[config.mk]
export PLATFORM = sky130hd
export DESIGN_NAME = noc_traffic_sched
export DESIGN_NICKNAME = d
export VERILOG_FILES = /design/src/rtl/noc_traffic_sched_pkg.sv /design/src/rtl/noc_lfsr16.sv /design/src/rtl/noc_traffic_sched.sv
export SDC_FILE = /design/constraint.sdc
export NUM_CORES = 1
export LEC_CHECK = 0
export CAP_MARGIN = 40
export CORE_MARGIN = 4
export CORE_UTILIZATION = 45
export DETAILED_ROUTE_END_ITERATION = 8
export PLACE_DENSITY = 0.76
export SYNTH_ARGS = -nofsm -noshare
export SYNTH_HDL_FRONTEND = slang
export SYNTH_SLANG_ARGS = --single-unit
[constraint.sdc]
create_clock -name clk -period 3.6 [get_ports clk]
set_input_delay 0.36 -clock clk [delete_from_list [all_inputs] [get_ports clk]]
set_output_delay 0.36 -clock clk [all_outputs]
set_load 0.1 [all_outputs]
[src/rtl/noc_traffic_sched_pkg.sv]
// Shared constants for the NoC traffic sequencer: phase encodings, LFSR taps/seed, default node count.
// The NOC_SCHED_STATS_EN build option is consumed by noc_traffic_sched.sv.
package noc_traffic_sched_pkg;

    localparam logic [2:0] PH_IDLE     = 3'd0;
    localparam logic [2:0] PH_WARMUP   = 3'd1;
    localparam logic [2:0] PH_SEND     = 3'd2;
    localparam logic [2:0] PH_COOLDOWN = 3'd3;
    localparam logic [2:0] PH_DONE     = 3'd4;

    // x^16 + x^14 + x^13 + x^11 + 1 -> state bits 15, 13, 12, 10
    localparam logic [15:0] LFSR_TAPS      = 16'hB400;
    localparam logic [15:0] LFSR_BASE_SEED = 16'hACE1;

    localparam int DEFAULT_NUM_NODES = 9;

    function automatic logic [15:0] lfsr_next(input logic [15:0] s);
        return {s[14:0], ^(s & LFSR_TAPS)};
    endfunction

endpackage

[src/rtl/noc_lfsr16.sv]
// 16-bit Fibonacci LFSR that free-runs whenever reset is released.
module noc_lfsr16
    import noc_traffic_sched_pkg::*;
#(
    parameter logic [15:0] SEED = LFSR_BASE_SEED
) (
    input  logic        clk,
    input  logic        reset,
    output logic [15:0] state
);

    logic [15:0] state_q;
    logic [15:0] state_d;

    always_comb begin
        state_d = lfsr_next(state_q);
    end

    always_ff @(posedge clk or negedge reset) begin
        if (!reset) begin
            state_q <= SEED;
        end else begin
            state_q <= state_d;
        end
    end

    assign state = state_q;

endmodule

[src/rtl/noc_traffic_sched.sv]
// Cycle-counted warm-up / send / cooldown / done sequencer with per-node LFSR rate gating.
// Define NOC_SCHED_STATS_EN to enable the saturating sent_count injection counter.
module noc_traffic_sched
    import noc_traffic_sched_pkg::*;
#(
    parameter int NUM_NODES       = DEFAULT_NUM_NODES,
    parameter int WARMUP_CYCLES   = 20,
    parameter int SIM_CYCLES      = 500000,
    parameter int COOLDOWN_CYCLES = 500,
    parameter int CNT_W           = 20,
    parameter int RATE_W          = 8
) (
    input  logic                 clk,
    input  logic                 reset,
    input  logic                 start,
    input  logic [RATE_W-1:0]    inj_rate,
    input  logic [NUM_NODES-1:0] node_ready,
    output logic [NUM_NODES-1:0] send,
    output logic [2:0]           phase,
    output logic                 busy,
    output logic                 done,
    output logic [31:0]          sent_count
);

    if (WARMUP_CYCLES < 1 || WARMUP_CYCLES >= (1 << CNT_W)) begin : g_bad_warmup
        $error("WARMUP_CYCLES must be in [1, 2**CNT_W-1]");
    end
    if (SIM_CYCLES < 1 || SIM_CYCLES >= (1 << CNT_W)) begin : g_bad_sim
        $error("SIM_CYCLES must be in [1, 2**CNT_W-1]");
    end
    if (COOLDOWN_CYCLES < 1 || COOLDOWN_CYCLES >= (1 << CNT_W)) begin : g_bad_cooldown
        $error("COOLDOWN_CYCLES must be in [1, 2**CNT_W-1]");
    end
    if (RATE_W < 1 || RATE_W > 15) begin : g_bad_rate_w
        $error("RATE_W must be in [1, 15]");
    end

    localparam logic [CNT_W-1:0] WARM_LAST = CNT_W'(WARMUP_CYCLES - 1);
    localparam logic [CNT_W-1:0] SEND_LAST = CNT_W'(SIM_CYCLES - 1);
    localparam logic [CNT_W-1:0] COOL_LAST = CNT_W'(COOLDOWN_CYCLES - 1);

    logic [2:0]           state_q, state_d;
    logic [CNT_W-1:0]     cnt_q, cnt_d;
    logic [RATE_W-1:0]    rate_q, rate_d;
    logic [NUM_NODES-1:0] gate_q, gate_d;
    logic [15:0]          lfsr_state [NUM_NODES];
    logic                 start_acc;

    assign start_acc = start && (state_q == PH_IDLE || state_q == PH_DONE);

    always_comb begin
        state_d = state_q;
        cnt_d   = cnt_q;
        rate_d  = rate_q;
        case (state_q)
            PH_IDLE, PH_DONE: begin
                if (start_acc) begin
                    state_d = PH_WARMUP;
                    cnt_d   = '0;
                    rate_d  = inj_rate;
                end
            end
            PH_WARMUP: begin
                if (cnt_q == WARM_LAST) begin
                    state_d = PH_SEND;
                    cnt_d   = '0;
                end else begin
                    cnt_d = cnt_q + CNT_W'(1);
                end
            end
            PH_SEND: begin
                if (cnt_q == SEND_LAST) begin
                    state_d = PH_COOLDOWN;
                    cnt_d   = '0;
                end else begin
                    cnt_d = cnt_q + CNT_W'(1);
                end
            end
            PH_COOLDOWN: begin
                if (cnt_q == COOL_LAST) begin
                    state_d = PH_DONE;
                    cnt_d   = '0;
                end else begin
                    cnt_d = cnt_q + CNT_W'(1);
                end
            end
            default: begin
                state_d = PH_IDLE;
                cnt_d   = '0;
            end
        endcase
    end

    // An all-ones rate forces the gate open; the strict compare alone would miss LFSR value 0xFF.
    always_comb begin
        gate_d = '0;
        for (int i = 0; i < NUM_NODES; i++) begin
            gate_d[i] = (&rate_q) || (lfsr_state[i][RATE_W-1:0] < rate_q);
        end
    end

    always_ff @(posedge clk or negedge reset) begin
        if (!reset) begin
            state_q <= PH_IDLE;
            cnt_q   <= '0;
            rate_q  <= '0;
            gate_q  <= '0;
        end else begin
            state_q <= state_d;
            cnt_q   <= cnt_d;
            rate_q  <= rate_d;
            gate_q  <= gate_d;
        end
    end

    for (genvar gi = 0; gi < NUM_NODES; gi++) begin : g_lfsr
        logic unused_lfsr_hi;

        noc_lfsr16 #(
            .SEED(LFSR_BASE_SEED ^ 16'(gi))
        ) u_lfsr (
            .clk  (clk),
            .reset(reset),
            .state(lfsr_state[gi])
        );

        assign unused_lfsr_hi = ^lfsr_state[gi][15:RATE_W];
    end

    assign send  = (state_q == PH_SEND) ? (gate_q & node_ready) : '0;
    assign phase = state_q;
    assign busy  = (state_q == PH_WARMUP) || (state_q == PH_SEND) || (state_q == PH_COOLDOWN);
    assign done  = (state_q == PH_DONE);

`ifdef NOC_SCHED_STATS_EN
    logic [31:0] sent_q, sent_d;
    logic [31:0] pop;
    logic [32:0] sent_sum;

    always_comb begin
        pop = '0;
        for (int i = 0; i < NUM_NODES; i++) begin
            pop = pop + 32'(send[i]);
        end
        sent_sum = {1'b0, sent_q} + {1'b0, pop};
        sent_d   = sent_q;
        if (start_acc) begin
            sent_d = '0;
        end else if (state_q == PH_SEND) begin
            sent_d = sent_sum[32] ? 32'hFFFF_FFFF : sent_sum[31:0];
        end
    end

    always_ff @(posedge clk or negedge reset) begin
        if (!reset) begin
            sent_q <= '0;
        end else begin
            sent_q <= sent_d;
        end
    end

    assign sent_count = sent_q;
`else
    assign sent_count = '0;
`endif

endmodule

# [Yosys cells after proc, flatten, opt, wreduce, memory -nomap -nowiden]
# Cells that the tools add are included.
[word_totals] register_bits=184 inputBits=20 wordCells=73
[op_classes] n_addsub=1 n_lt_le_gt_ge=9 eq_ne=11 n_mux=11 bitwise=1 reduce_logical=27
[ops] operator="parity 16 bit" n=9
[ops] operator="2-to-1 mux 20 bit" n=4
[ops] operator="one-hot mux 20 bit (4 select lines)" n=1
[ops] operator="less-than comparator 8 bit" n=9
[ops] operator="adder 20 x 1 -> 20 bit (second input constant)" n=1
[ops] operator="equality test 20 x 19 -> 1 bit (second input constant)" n=1
[ops] operator="equality test 20 x 5 -> 1 bit (second input constant)" n=1
[ops] operator="equality test 20 x 9 -> 1 bit (second input constant)" n=1
[ops] operator="logical OR 1 bit" n=12
[ops] operator="2-to-1 mux 3 bit" n=4
[ops] operator="one-hot mux 3 bit (4 select lines)" n=1
[ops] operator="AND 9 bit" n=1
[ops] operator="2-to-1 mux 9 bit" n=1
[ops] operator="!= test 2 bit (second input constant)" n=4
[ops] operator="AND reduction 8 bit" n=1
[ops] operator="equality test 3 x 2 -> 1 bit (second input constant)" n=2
[ops] operator="AND reduction 4 bit" n=1
[ops] operator="equality test 3 x 1 -> 1 bit (second input constant)" n=1
[ops] operator="equality test 3 bit (second input constant)" n=1
[ops] operator="logical NOT 3 bit" n=1
[ops] operator="AND reduction 2 bit" n=1
[ops] operator="OR reduction 2 bit" n=1
[ops] operator="logical AND 1 bit" n=1

# [Longest topological paths before layout]
[depth] ltp_word=5 depth_mapped=8

# [Hierarchy]
# Synthesis repeated with hierarchy kept, for this count alone.
[unflattened] cells_unflattened=692 area_unflattened_um2=8549.4
[by_module_without_submodules] mod="noc_traffic_sched" instances=1 cells_per_inst=386 area_per_inst_um2=3599.7
[by_module_without_submodules] mod="noc_lfsr16 at g_lfsr[2].u_lfsr ..." instances=4 cells_per_inst=34 area_per_inst_um2=550.5
[by_module_without_submodules] mod="noc_lfsr16 at g_lfsr[0].u_lfsr ..." instances=3 cells_per_inst=34 area_per_inst_um2=549.3
[by_module_without_submodules] mod="noc_lfsr16 at g_lfsr[6].u_lfsr" instances=1 cells_per_inst=34 area_per_inst_um2=551.8
[by_module_without_submodules] mod="noc_lfsr16 at g_lfsr[1].u_lfsr" instances=1 cells_per_inst=34 area_per_inst_um2=548.0

# [Worst setup path after synthesis]
# Ideal clock, no wire load.
[synth_timing] path_type="register to output" start="register state_q[1], in the netlist phase[1]" end="output busy" t_arrival_ns=2.582 slack_ns=0.658 stages_incl_launch_ff=4 path_buffers=1 path_cell_list="dfrtp_1 -> buf_2 -> nor2_1 -> nor2_1"
[synth_via] elab_chain_cells=3 elab_cells_between_ends=5
[synth_rtl] item="start: declaration" line_no="noc_traffic_sched.sv:42" rtl="logic [2:0] state_q, state_d;"
[synth_rtl] item="start signal: assignment" line_no="noc_traffic_sched.sv:109" rtl="state_q <= state_d;"
[synth_rtl] item="equality test 3 x 1 -> 1 bit or equality test 3 x 2 -> 1 bit (tied branches)" line_no="noc_traffic_sched.sv:132" rtl="assign busy = (state_q == PH_WARMUP) || (state_q == PH_SEND) || (state_q == PH_COOLDOWN);"
[synth_rtl] item="logical OR 1 bit" line_no="noc_traffic_sched.sv:132"
[synth_rtl] item="logical OR 1 bit (*)" line_no="noc_traffic_sched.sv:132"
[synth_rtl] item="end: declaration" line_no="noc_traffic_sched.sv:20" rtl="output logic busy,"
# Every way passes the cells marked *; elsewhere a longest branch is shown, timed or not.

# [Worst setup path after layout]
[layout_timing] start="register cnt_q[0]" end="register cnt_q[17]"
[layout_via] elab_chain_cells=3 elab_cells_between_ends=8
[layout_rtl] item="start: declaration" line_no="noc_traffic_sched.sv:43" rtl="logic [CNT_W-1:0] cnt_q, cnt_d;"
[layout_rtl] item="start signal: assignment" line_no="noc_traffic_sched.sv:110" rtl="cnt_q <= cnt_d;"
[layout_rtl] item="adder 20 x 1 -> 20 bit, or another cell as far along" line_no="noc_traffic_sched.sv:68, noc_traffic_sched.sv:76, noc_traffic_sched.sv:84"
[layout_rtl] item="2-to-1 mux 20 bit (on tied branches)" line_no="noc_traffic_sched.sv:80, noc_traffic_sched.sv:64, noc_traffic_sched.sv:72"
[layout_rtl] item="one-hot mux 20 bit (4 select lines) (*)" line_no="noc_traffic_sched.sv:55" rtl="case (state_q)"
# Marks and branches as above.
# A chain may end at the register's enable or synchronous reset.

==> run metrics <==
Post-CTS Hold Buffers=0; YS warnings=0; Leakage Power=4.202 nW; fin. max-slew vios=0; violated checks=negative hold slack; number of library cell types mapped by synthesis=42; clock transition at the register clock pins on the worst setup and hold paths after CTS=60 ps; synthesized area per cell=13.36 sq um; detailed-route vias per instance=5.123; Max stage delay cell, worst path=o21ai_2; crit-path max FO=25; antenna cells=0; fin nets=691; via count of the routed design=4283; cell count after synthesis=558; Chip Width=136.7 um; Critical Path AT=3010 ps; element type at the critical path end=register; sink count of the clock tree=184; hold violation total from the final report=6; class of the most critical hold timing path=in -> async; initial drt markers=205; count of buffer and inverter cells on the critical path=0; root buffer cell=clkbuf_16; Reg2Reg Setup Slack=890 ps; Cells after DPL=804; area enclosed by the die boundary=18690 sq um; maximum level of the CTS H-tree=4; number of design rule violations left after detail routing=0; global-route total usage across every layer=16.04%; CTS tree=done; number of flops mapped to enable cells by yosys=0; number of non-filler instances in the completed layout=836; max layer used=met4; mapped cell area=7455 sq um; largest buffer count on any clock path=2; minimum clock period=2709 ps; number of buffers added by the clock tree synthesis step=17; Setup TNS=0 ps; top_reg_cell synth=dfrtp_1; RSZ-0062 raised after global routing=false; result of the run=finished, violations left; final worst hold slack=-17.50 ps; maximum ir drop on the vdd rail=356.0 uV; residual antenna-violating net count after detailed routing=0; cell-by-cell listing of the critical path=ha_1, nor4b_1, nand4_1, o21ai_2, nand2_2, and3_1, a221o_1; count of TritonRoute iterations in the first routing pass=4; core region area=16060 sq um; cell type group with the largest total delay on the critical path=simple AND/OR/NAND/NOR gates; part of the Yosys area used for sequential elements=63.06%; Setup Buffers After CTS=0; global-route wire length before repair=23.32 mm; async set-reset flop share out of synthesis=100.0%; Max Freq=369.1 MHz; setup clock skew after layout=8.199 ps; slew margin rel.=45.62%; reported max-cap violation count=0; Crit path required time=3900 ps; setup-violating endpoint count in the final report=0; initial cell density of the core=46.42%; via count of the first global-routing pass=4543; half-perimeter wire length of the detailed placement result=9.148 mm; clock latency reported for the late side of the worst-skew pair=420 ps; routed wire length=13.90 mm; length of routed met2 wiring=6.975 mm; kind of launch point of the worst setup path=register; portion of the clock cycle consumed by the worst path in the final layout=75.25%; Wirelength per Cell=16.62 um; floorplan die height=136.7 um; final design utilization=53.62%; CTS resizes=0; count of port buffers added during placement=33; weighted congestion at the end of routability-driven global placement=0.8643; ratio of cells with drive above 1 in the final layout=22.10%; #FFs+latches synth=184; power density over the cells=651.7 nW/um^2; residual overflow from global routing=0; IO Count=66; crit path kind=reg -> reg; fill cell instance count of the final layout=1322; Area Overhead vs Synth=15.49%; number of antenna violations at the first check in global routing=0; standard-cell row count=46; maximum cell stage delay along the critical path=530 ps; actual slew at the worst max-slew pin=815.6 ps; sum of routed wire segments on met1=6.430 mm; maximum number of pins on one net before global-route repair=93; met3 WL=383 um
-- power by group --
part / total [mW] / switching (mW) / leakage (nW) / internal (mW)
sequential: 2.28 / 0.107 / 2.22 / 2.17
combinational: 1.40 / 0.936 / 1.68 / 0.460
clock: 1.94 / 0.778 / 0.309 / 1.16
-- cell usage in the layout, fill, tap and decap left out, types with 14 or more instances in the layout --
cell             count
nand2_1             24
clkbuf_16           17
xnor2_1             18
clkdlybuf4s50_1     23
ha_1                64
nor2_1              15
conb_1              32
a21oi_1             26
dfstp_2             77
o21ai_0             32
nand3_1             14
a21o_1              28
dfrtp_1            107
and3_1              16
-- routing by layer --
layer | up-vias | GRT usage (%)
li1 | 2002 | -
met1 | 2202 | 21.28
met2 | 71 | 26.89
met3 | 8 | 3.713
met4 | 0 | 3.807
met5 | - | 0
-- through the flow --
step	setup slack [ps]	instance area, sq um	hold slack [ps]	power, mW
floorplan	657.5	7571	64.41	3.312
global placement	1052	7905	334.6	3.586
detailed placement	934.7	7980	336.4	3.704
CTS	930.9	8610	27.31	5.658
global route	699.6	8610	57.14	5.895
finish	890.9	8610	-17.50	5.610
-- logic make-up after synthesis --
| logic type | synth area share (%) |
|---|---|
| xor+xnor | 3.290 |
| other cells | 0.05030 |
| buf+inv | 4.263 |
| fa+ha+maj | 10.74 |
| flops | 63.06 |
| simple gates | 8.073 |
| compound gates | 10.24 |
| mux | 0.2853 |
-- registers in the layout, indices dropped and copies added, names as in the netlist --
signal               flops
g_lfsr.u_lfsr.state    144
cnt_q                   20
gate_q                   9
rate_q                   8
phase                    3
-- Yosys cell counts, types with 5 or more instances --
master    instances  area, sq um
ha_1             64        800.8
and2_1            6        37.54
buf_4            32        240.2
xor2_1           10        87.58
o211ai_1          9        67.56
nor2_1           15        56.30
o21ai_0          32        160.2
nand3_1          14        70.07
dfrtp_1         107         2678
dfstp_2          77         2023
nand4_1           5        31.28
nand2_1          24        90.09
inv_1             8        30.03
and3_1           16        100.1
a21oi_1          26        130.1
a211oi_1          9        67.56
clkbuf_1          6        22.52
a21o_1           28        210.2
buf_2             5        25.02
a31oi_1           9        56.30
nand2b_1         10        62.56
xnor2_1          18        157.7
-- path summary, 6_finish.rpt --
| check | from | cells past startpoint | to |
|---|---|---|---|
| max in group asynchronous | reset | 2 | g_lfsr[5].u_lfsr.state[10] |
| max reg2reg | cnt_q[0] | 7 | cnt_q[17] |
| min | reset | 1 | cnt_q[11] |
| min in group clk | g_lfsr[7].u_lfsr.state[14] | 0 | g_lfsr[7].u_lfsr.state[15] |
| max | cnt_q[0] | 7 | cnt_q[17] |
| min reg2reg | g_lfsr[7].u_lfsr.state[14] | 0 | g_lfsr[7].u_lfsr.state[15] |
-- area by class of cell --
| cell class | count | area [sq um] | share of cell area, % |
|---|---|---|---|
| Clock buffer | 20 | 466.7 | 5.421 |
| Clock inverter | 12 | 162.7 | 1.889 |
| Inverter | 8 | 30.03 | 0.3488 |
| Multi-Input combinational cell | 354 | 2552 | 29.65 |
| Sequential cell | 184 | 4701 | 54.60 |
| Tap cell | 216 | 270.3 | 3.139 |
| Timing Repair Buffer | 42 | 426.7 | 4.956 |
-- worst register-to-register path: cells and delay by family, from the launching register on --
family / cells / cell delay, ps
AND/OR/NAND/NOR: 4 / 1190
adder cells (fa/ha/maj): 1 / 230
AO/OA/AOI/OAI: 2 / 780
flip-flops: 1 / 390
No activity file was read; power rests on OpenSTA's default activity.
